### src/rtl/fft_pkg.sv
// Shared types and width helpers for the streaming radix-2 FFT blocks.
// Holds the default sample width, output width derivation, sample struct and FSM states.
package fft_pkg;

    localparam int DW_DEF = 8;

    // Two butterfly stages each add one bit of growth.
    function automatic int ow_of(input int dw);
        return dw + 2;
    endfunction

    typedef struct packed {
        logic signed [DW_DEF-1:0] re;
        logic signed [DW_DEF-1:0] im;
    } cplx_t;

    typedef enum logic [1:0] {
        COLLECT = 2'd0,
        BF1     = 2'd1,
        BF2     = 2'd2,
        EMIT    = 2'd3
    } state_t;

endpackage

### src/rtl/bfly2_fwd.sv
// Combinational complex radix-2 butterfly: sum and difference with one bit of growth.
module bfly2_fwd #(
    parameter int W = 8
) (
    input  logic [W-1:0] i_a_re,
    input  logic [W-1:0] i_a_im,
    input  logic [W-1:0] i_b_re,
    input  logic [W-1:0] i_b_im,
    output logic [W:0]   o_sum_re,
    output logic [W:0]   o_sum_im,
    output logic [W:0]   o_dif_re,
    output logic [W:0]   o_dif_im
);

    logic [W:0] w_a_re;
    logic [W:0] w_a_im;
    logic [W:0] w_b_re;
    logic [W:0] w_b_im;

    // Sign-extend before adding so the extra bit carries the true result.
    assign w_a_re = {i_a_re[W-1], i_a_re};
    assign w_a_im = {i_a_im[W-1], i_a_im};
    assign w_b_re = {i_b_re[W-1], i_b_re};
    assign w_b_im = {i_b_im[W-1], i_b_im};

    assign o_sum_re = w_a_re + w_b_re;
    assign o_sum_im = w_a_im + w_b_im;
    assign o_dif_re = w_a_re - w_b_re;
    assign o_dif_im = w_a_im - w_b_im;

endmodule

### src/rtl/fft4_fwd_stream.sv
// Streaming 4-point forward DFT: collect 4 samples, two butterfly stages,
// then emit the four unscaled bins in natural order.
module fft4_fwd_stream
    import fft_pkg::*;
#(
    parameter int DW = DW_DEF,
    parameter int OW = ow_of(DW)
) (
    input  logic          clk,
    input  logic          rst,
    input  logic          ce,
    input  logic          in_valid,
    output logic          in_ready,
    input  logic [DW-1:0] in_re,
    input  logic [DW-1:0] in_im,
    output logic          out_valid,
    input  logic          out_ready,
    output logic [OW-1:0] out_re,
    output logic [OW-1:0] out_im,
    output logic [1:0]    out_idx,
    output logic          out_last,
    output state_t        dbg_state
);

    localparam int AW = DW + 1;
    localparam int BW = DW + 2;

    state_t        r_state;
    state_t        w_next;
    logic [1:0]    r_cnt;
    logic [1:0]    r_idx;
    logic [DW-1:0] r_x_re [4];
    logic [DW-1:0] r_x_im [4];
    logic [AW-1:0] r_a_re, r_a_im, r_b_re, r_b_im;
    logic [AW-1:0] r_c_re, r_c_im, r_d_re, r_d_im;
    logic [BW-1:0] r_bin_re [4];
    logic [BW-1:0] r_bin_im [4];

    logic          w_in_ready;
    logic          w_out_valid;
    logic          w_in_fire;
    logic          w_out_fire;
    logic [AW-1:0] w_a_re, w_a_im, w_b_re, w_b_im;
    logic [AW-1:0] w_c_re, w_c_im, w_d_re, w_d_im;
    logic [BW-1:0] w_x0_re, w_x0_im, w_x2_re, w_x2_im;
    logic [BW-1:0] w_cs_re, w_cs_im, w_cd_re, w_cd_im;
    logic signed [BW-1:0] w_sel_re;
    logic signed [BW-1:0] w_sel_im;

    // Handshake: a transfer happens on a clk edge only when valid, ready and ce are all
    // high; valid never waits on ready, and a stalled output keeps every field stable.
    assign w_in_ready  = (r_state == COLLECT) & ~rst;
    assign w_out_valid = (r_state == EMIT);
    assign w_in_fire   = in_valid & w_in_ready & ce;
    assign w_out_fire  = w_out_valid & out_ready & ce;

    always_ff @(posedge clk) begin
        if (rst) begin
            r_state <= COLLECT;
        end else if (ce) begin
            r_state <= w_next;
        end
    end

    always_comb begin
        w_next = r_state;
        case (r_state)
            COLLECT: if (w_in_fire && r_cnt == 2'd3) w_next = BF1;
            BF1:     w_next = BF2;
            BF2:     w_next = EMIT;
            EMIT:    if (w_out_fire && r_idx == 2'd3) w_next = COLLECT;
            default: w_next = COLLECT;
        endcase
    end

    bfly2_fwd #(.W(DW)) u_bf1_ac (
        .i_a_re(r_x_re[0]), .i_a_im(r_x_im[0]),
        .i_b_re(r_x_re[2]), .i_b_im(r_x_im[2]),
        .o_sum_re(w_a_re), .o_sum_im(w_a_im),
        .o_dif_re(w_c_re), .o_dif_im(w_c_im)
    );

    bfly2_fwd #(.W(DW)) u_bf1_bd (
        .i_a_re(r_x_re[1]), .i_a_im(r_x_im[1]),
        .i_b_re(r_x_re[3]), .i_b_im(r_x_im[3]),
        .o_sum_re(w_b_re), .o_sum_im(w_b_im),
        .o_dif_re(w_d_re), .o_dif_im(w_d_im)
    );

    bfly2_fwd #(.W(AW)) u_bf2_ab (
        .i_a_re(r_a_re), .i_a_im(r_a_im),
        .i_b_re(r_b_re), .i_b_im(r_b_im),
        .o_sum_re(w_x0_re), .o_sum_im(w_x0_im),
        .o_dif_re(w_x2_re), .o_dif_im(w_x2_im)
    );

    // Feeding d with re/im swapped turns the sum/difference into c-jd and c+jd:
    // X1 = (sum.re, dif.im), X3 = (dif.re, sum.im).
    bfly2_fwd #(.W(AW)) u_bf2_cd (
        .i_a_re(r_c_re), .i_a_im(r_c_im),
        .i_b_re(r_d_im), .i_b_im(r_d_re),
        .o_sum_re(w_cs_re), .o_sum_im(w_cs_im),
        .o_dif_re(w_cd_re), .o_dif_im(w_cd_im)
    );

    always_ff @(posedge clk) begin
        if (rst) begin
            r_cnt <= 2'd0;
            r_idx <= 2'd0;
            r_a_re <= '0; r_a_im <= '0; r_b_re <= '0; r_b_im <= '0;
            r_c_re <= '0; r_c_im <= '0; r_d_re <= '0; r_d_im <= '0;
            for (int i = 0; i < 4; i++) begin
                r_x_re[i]   <= '0;
                r_x_im[i]   <= '0;
                r_bin_re[i] <= '0;
                r_bin_im[i] <= '0;
            end
        end else if (ce) begin
            if (w_in_fire) begin
                r_x_re[r_cnt] <= in_re;
                r_x_im[r_cnt] <= in_im;
                r_cnt         <= r_cnt + 2'd1;
            end
            if (r_state == BF1) begin
                r_a_re <= w_a_re; r_a_im <= w_a_im;
                r_b_re <= w_b_re; r_b_im <= w_b_im;
                r_c_re <= w_c_re; r_c_im <= w_c_im;
                r_d_re <= w_d_re; r_d_im <= w_d_im;
            end
            if (r_state == BF2) begin
                r_bin_re[0] <= w_x0_re; r_bin_im[0] <= w_x0_im;
                r_bin_re[1] <= w_cs_re; r_bin_im[1] <= w_cd_im;
                r_bin_re[2] <= w_x2_re; r_bin_im[2] <= w_x2_im;
                r_bin_re[3] <= w_cd_re; r_bin_im[3] <= w_cs_im;
            end
            if (w_out_fire) begin
                r_idx <= r_idx + 2'd1;
            end
        end
    end

    assign w_sel_re = r_bin_re[r_idx];
    assign w_sel_im = r_bin_im[r_idx];

    assign in_ready  = w_in_ready;
    assign out_valid = w_out_valid;
    assign out_re    = w_out_valid ? OW'(w_sel_re) : '0;
    assign out_im    = w_out_valid ? OW'(w_sel_im) : '0;
    assign out_idx   = r_idx;
    assign out_last  = w_out_valid & (r_idx == 2'd3);
    assign dbg_state = r_state;

endmodule

### config.mk
export PLATFORM = sky130hd
export DESIGN_NAME = fft4_fwd_stream
export DESIGN_NICKNAME = d
export VERILOG_FILES = /design/src/rtl/fft_pkg.sv /design/src/rtl/bfly2_fwd.sv /design/src/rtl/fft4_fwd_stream.sv
export SDC_FILE = /design/constraint.sdc
export NUM_CORES = 1
export LEC_CHECK = 0
export CAP_MARGIN = 20
export CORE_MARGIN = 1
export CORE_UTILIZATION = 35
export CTS_BUF_LIST = sky130_fd_sc_hd__clkbuf_8 sky130_fd_sc_hd__clkbuf_16
export CTS_CLUSTER_DIAMETER = 30
export DETAILED_ROUTE_END_ITERATION = 10
export DONT_BUFFER_PORTS = 1
export HOLD_SLACK_MARGIN = 0.1
export PLACE_DENSITY_LB_ADDON = 0.25
export SLEW_MARGIN = 20
export SYNTH_ARGS = -nofsm -noshare
export SYNTH_HDL_FRONTEND = slang
export SYNTH_SLANG_ARGS = --single-unit
export TNS_END_PERCENT = 1
### constraint.sdc
create_clock -name clk -period 4.3 [get_ports clk]
set_input_delay 1.29 -clock clk [delete_from_list [all_inputs] [get_ports clk]]
set_output_delay 1.29 -clock clk [all_outputs]
set_load 0.02 [all_outputs]
# [Yosys cells after proc, flatten, opt, wreduce, memory -nomap -nowiden]
# Memories as Yosys holds them, arrays and structs flattened. A register that Yosys moved wholly into a read port is not among the register bits.
# Cells that the tools add are included.
[totals] ramBits=144 out_inout_bits=27 regBits=78 memories=4
[mem_list] memory="r_bin_im" words=4 word_bits=10 read_ports=1 rd_clocked_by_memory_dff=1 write_ports=4 line_no="fft4_fwd_stream.sv:37" source="logic [BW-1:0] r_bin_im [4];"
[mem_list] memory="r_bin_re" words=4 word_bits=10 read_ports=1 rd_clocked_by_memory_dff=1 write_ports=4 line_no="fft4_fwd_stream.sv:36" source="logic [BW-1:0] r_bin_re [4];"
[mem_list] memory="r_x_im" words=4 word_bits=8 read_ports=4 rd_clocked_by_memory_dff=0 write_ports=4 line_no="fft4_fwd_stream.sv:33" source="logic [DW-1:0] r_x_im [4];"
[mem_list] memory="r_x_re" words=4 word_bits=8 read_ports=4 rd_clocked_by_memory_dff=0 write_ports=4 line_no="fft4_fwd_stream.sv:32" source="logic [DW-1:0] r_x_re [4];"
[classes] n_addsub=18 n_reduce_logical=9 bitwise=15 eq_ne=7 n_mux=33
[op_table] operator="$mux 10" count=10
[op_table] operator="$add 9x9->10" count=4
[op_table] operator="$sub 9x9->10" count=4
[op_table] operator="$add 8x8->9" count=4
[op_table] operator="$sub 8x8->9" count=4
[op_table] operator="$mux 2" count=8
[op_table] operator="$mux 8" count=2
[op_table] operator="$reduce_or 8->1" count=2
[op_table] operator="$mux 1" count=12
[op_table] operator="$eq 2x2->1 const B" count=4
[op_table] operator="$or 1x1->1" count=8
[op_table] operator="$pmux 2 s4" count=1
[op_table] operator="$and 1x1->1" count=6
[op_table] operator="$reduce_and 2->1" count=3
[op_table] operator="$add 2x1->2 const B" count=2
[op_table] operator="$ne 2x1->1 const B" count=2
[op_table] operator="$reduce_and 3->1" count=1
[op_table] operator="$eq 2x1->1 const B" count=1
[op_table] operator="$logic_and 1x1->1" count=2
[op_table] operator="$logic_not 2->1" count=1
[op_table] operator="$not 1->1" count=1

# [Longest topological paths before layout]
[logic_depth] depth_word=10 mapped_depth=9 mapped_depth_nobuf=9

# [Cells and area by module]
# Synthesis repeated with hierarchy kept, for this count alone.
[hier_totals] hier_cells=1558 hier_area_um2=15092.0
[modules_own_cells] module="fft4_fwd_stream" area_each_um2=8877.3 cells_per_inst=715 instances=1
[modules_own_cells] module="bfly2_fwd at u_bf2_ab" area_each_um2=1669.1 cells_per_inst=224 instances=1
[modules_own_cells] module="bfly2_fwd at u_bf2_cd" area_each_um2=1642.8 cells_per_inst=215 instances=1
[modules_own_cells] module="bfly2_fwd at u_bf1_bd" area_each_um2=1457.6 cells_per_inst=204 instances=1
[modules_own_cells] module="bfly2_fwd at u_bf1_ac" area_each_um2=1445.1 cells_per_inst=200 instances=1

# [Worst setup path before layout]
# No wires, ideal clock.
[synth_path] path_kind="input -> register" from="in rst" to="mem r_bin_im[0][0] in the netlist's numbering (enable)" cell_stages=4 setup_slack_ns=0.386 setup_time_ns=0.767 n_path_buf=2 required_time_ns=3.533 t_arrival_ns=3.147 cell_sequence="inv_1 -> clkbuf_1 -> clkbuf_1 -> nand2_1"
[synth_lines] element="from (decl)" line_no="fft4_fwd_stream.sv:10" source="input logic rst,"
[synth_lines] element="to (decl)" line_no="fft4_fwd_stream.sv:37"

# [Worst setup path after layout]
[layout_path] from="reg r_state[1], in the netlist dbg_state[1]" to="out out_im[0]"
[layout_between] elab_chain_cells=2
[layout_lines] element="from (decl)" line_no="fft4_fwd_stream.sv:28" source="state_t r_state;"
[layout_lines] element="from (signal assigned)" line_no="fft4_fwd_stream.sv:61" source="r_state <= w_next;"
[layout_lines] element="$eq 2x2->1" line_no="fft4_fwd_stream.sv:53" source="assign w_out_valid = (r_state == EMIT);"
[layout_lines] element="net out_valid" line_no="fft4_fwd_stream.sv:16" source="output logic out_valid,"
[layout_lines] element="$mux 10" line_no="fft4_fwd_stream.sv:148" source="assign out_im = w_out_valid ? OW'(w_sel_im) : '0;"
[layout_lines] element="to (decl)" line_no="fft4_fwd_stream.sv:19" source="output logic [OW-1:0] out_im,"
# The timed path passes the listed nets, and every way through them passes these cells.

==> flow_metrics.tcl <==
set metrics [dict create \
    placeableCoreArea_um2 39800 \
    antenna_found_initial 0 \
    cts_tree "built" \
    min_path_cells 2 \
    synth_compound_area_frac 0.153 \
    nFillCells 3890 \
    path_cells "ha_1 > nor2b_1" \
    post_cts_buffers 0 \
    required_ns 3.01 \
    synth_edf_count 140 \
    final_layout_size_suffix_gt1_frac 0.0908 \
    synthCells 1440 \
    die_h_um 203 \
    slowest_delay_ns 0.84 \
    via_count 10300 \
    hold_slack_ns 0.491 \
    ys_async_sr_fraction 0 \
    fmaxAchievable_mhz 275 \
    dp.cells 1919 \
    clock_skew_ns 0.0271 \
    setup_viol 0 \
    switching_share 0.231 \
    synth_xor_area_frac 0.0210 \
    combPwrFrac 0.055 \
    row_count 73 \
    drv_slew 0 \
    hold_buffers 0 \
    worst_hold_path.endpoint "r_b_im[1]" \
    crit_family "adder cells" \
    wl_per_cell_um 17.8 \
    drt_first_iter_violations 586 \
    synth-main-ff-cell "edfxtp_1" \
    start_kind "flip-flop" \
    die-area_um2 41300 \
    grtUsageTotal 0.173 \
    htreeDepth 2 \
    power_mw 6.05 \
    crit_buf_inv 0 \
    place.gp.congestion 0.894 \
    num_antenna_cells 0 \
    rsz0062_at_grt "no" \
    antenna_left 0 \
    synthMuxAreaShare 0.0484 \
    crit_arrival_ns 2.34 \
    critPathMaxFanout 24 \
    synth_top_family_by_area "simple AND/OR/NAND/NOR gates" \
    ir_drop_mv 0.223 \
    fin_nets 1621 \
    hold_viol 0 \
    tns_ns 0 \
    start_util 0.356 \
    root_buffer "clkbuf_16" \
    drtPass1Iterations 5 \
    r2r_slack_ns 1.71 \
    internal_power_mw 4.65 \
    ys_seq_area_frac 0.404 \
    clock_path_buffers 3 \
    worstHoldStart "r_b_im[1]" \
    end_kind "output port" \
    grt_max_degree 88 \
    holdCritPathClass "flip-flop to flip-flop" \
    finalCriticalPeriod_ns 3.63 \
    synth.distinct_cells 62 \
    cp_slowest_cell "ha_1" \
    synth-simple-area-share 0.172 \
    syn_area_per_cell_um2 9.84 \
    dp_hpwl_um 27300 \
    syn-cell-area_um2 14200 \
    tightest_slew_ns 0.944 \
    avgViaCountPerCell 5.14 \
    die_w_um 203 \
    drv_cap 0 \
    fin_crit_sh 0.845 \
    port_buffers 0 \
    rr_startpoint "r_d_im[0]" \
    grt.overflow.total 0 \
    outcome "completed" \
    path_clk_slew_ns 0.05 \
    leakagePower_nw 6.46 \
    power_frac_clock 0.565 \
    max_slew_margin 0.370 \
    synth_fa_ha_area_frac 0.149 \
    finalNonFillerCells 2000 \
    clk_latency_ns 0.54 \
    p_per_area_nw_per_um2 373 \
    grt_pass1_vias 9960 \
    synth_top_area_frac 0.297 \
    grt_pass1_wl_um 55800 \
    r2r_cells 8 \
    drt_wl_total_um 35500 \
    worst_r2r_endpoint "r_bin_im[0][8]" \
    ys_warn_count 0 \
    p_sw_mw 1.40 \
    netlist.top_cell.by_area "edfxtp_1" \
    path_class "flip-flop to output port" \
    cts_buffers 45 \
    ios 48 \
    yosys_register_bits 216 \
    synthTopCellsByArea "edfxtp_1 30%, ha_1 13%, dfxtp_1 11%, and2_1 4.1%, inv_1 3.7%" \
    area_delta_synth_final_pct 14.6 \
    cts_sinks 216 \
    drc 0 \
    power_frac_seq 0.380 \
    syn-num-nets 1620 \
    post_cts_resized 0 \
]
==> layer usage <==
metal  GRT usage  part of all wire  wire length, um
met5           0                 0                0
met2       0.268              0.44            15600
met4      0.0529             0.022              779
met3      0.0315             0.051             1800
met1       0.243              0.49            17400
==> metrics by stage <==
stage               setup WS, ns  area (um2)   util
floorplan                  0.386       14200      -
global placement            1.20       14700  0.370
detailed placement          1.14       14700  0.370
CTS                        0.576       16200  0.408
global route               0.504       16200  0.408
finish                     0.668       16200  0.408
==> synth_stat cells (all sizes together) (16+ instances only) <==
| master | count |
|---|---|
| mux4 | 18 |
| nor3 | 43 |
| mux2i | 28 |
| o21ai | 61 |
| nand2 | 57 |
| clkbuf | 50 |
| ha | 143 |
| dfxtp | 76 |
| a221oi | 18 |
| a211oi | 38 |
| xnor2 | 26 |
| nor2 | 131 |
| a21oi | 70 |
| or3 | 21 |
| nand2b | 32 |
| edfxtp | 140 |
| inv | 138 |
| fa | 16 |
| nand3 | 22 |
| nor2b | 31 |
| and2 | 92 |
==> area by class of cell <==
| cell class | instances | area, um2 | area share |
|---|---|---|---|
| Multi-Input combinational cell | 1024 | 7700 | 0.474 |
| Sequential cell | 216 | 5730 | 0.353 |
| Clock buffer | 46 | 1140 | 0.0702 |
| Tap cell | 525 | 657 | 0.0404 |
| Inverter | 138 | 518 | 0.0319 |
| Clock inverter | 35 | 370 | 0.0228 |
| Timing Repair Buffer | 16 | 133 | 0.00817 |
==> cell families (layout without fill, tap and decap cells) <==
kind of cell	Yosys count	after routing
AOI/OAI and AO/OA	314	314
xor gates and xnor gates	34	34
adders and majority gates	159	159
buffers and inverters	200	235
DFF	216	216
muxes	46	46
and+or+nand+nor	471	471
==> worst reg2reg max path, cell delays in order (launching register included) <==
cell and delay (ns):
dfxtp_1 0.50, ha_1 0.29, inv_1 0.08, fa_1 0.41, o21bai_1 0.33, a211oi_1 0.13, o31ai_1 0.31, xor2_1 0.24
nor2_1 0.06
==> sequential cells by signal (all words and copies together) (netlist names), named ones only <==
register,count
r_x_im,32
r_d_im,9
r_c_re,8
r_d_re,9
dbg_state,2
r_bin_im,38
out_idx,2
r_x_re,32
r_bin_re,38
r_b_re,8
r_a_im,9
r_a_re,9
r_c_im,8
r_b_im,8
r_cnt,2
==> power groups by stage <==
| stage | clock network, mW | registers, mW | logic, mW |
|---|---|---|---|
| floorplan | 0 | 2.33 | 0.258 |
| global placement | 0 | 2.34 | 0.328 |
| detailed placement | 0 | 2.34 | 0.329 |
| CTS | 3.48 | 2.30 | 0.331 |
| global route | 3.57 | 2.30 | 0.371 |
| finish | 3.42 | 2.30 | 0.333 |
==> cell usage in the layout, fill, tap and decap left out, types with 43 or more instances in the layout <==
cell | netlist | routed
o21ai_0 | 61 | 60
nand2_1 | 57 | 55
nor3_1 | 43 | 43
ha_1 | 143 | 143
and2_1 | 92 | 91
clkbuf_16 | 0 | 45
edfxtp_1 | 140 | 140
nor2_1 | 131 | 131
dfxtp_1 | 76 | 76
a21oi_1 | 70 | 70
inv_1 | 138 | 143
==> worst max path at each step <==
| stage | startpoint | end | slack (ns) | cells after the start |
|---|---|---|---|---|
| floorplan | rst | r_bin_im[0][0] | 0.39 | 4 |
| global route | dbg_state[0] | out_re[0] | 0.50 | 2 |
| detailed placement | dbg_state[0] | out_im[0] | 1.14 | 2 |
| finish | dbg_state[1] | out_im[0] | 0.67 | 2 |
| CTS | dbg_state[0] | out_im[0] | 0.58 | 2 |
| global placement | dbg_state[0] | out_im[0] | 1.20 | 2 |
No activity file was read; power rests on OpenSTA's default activity.
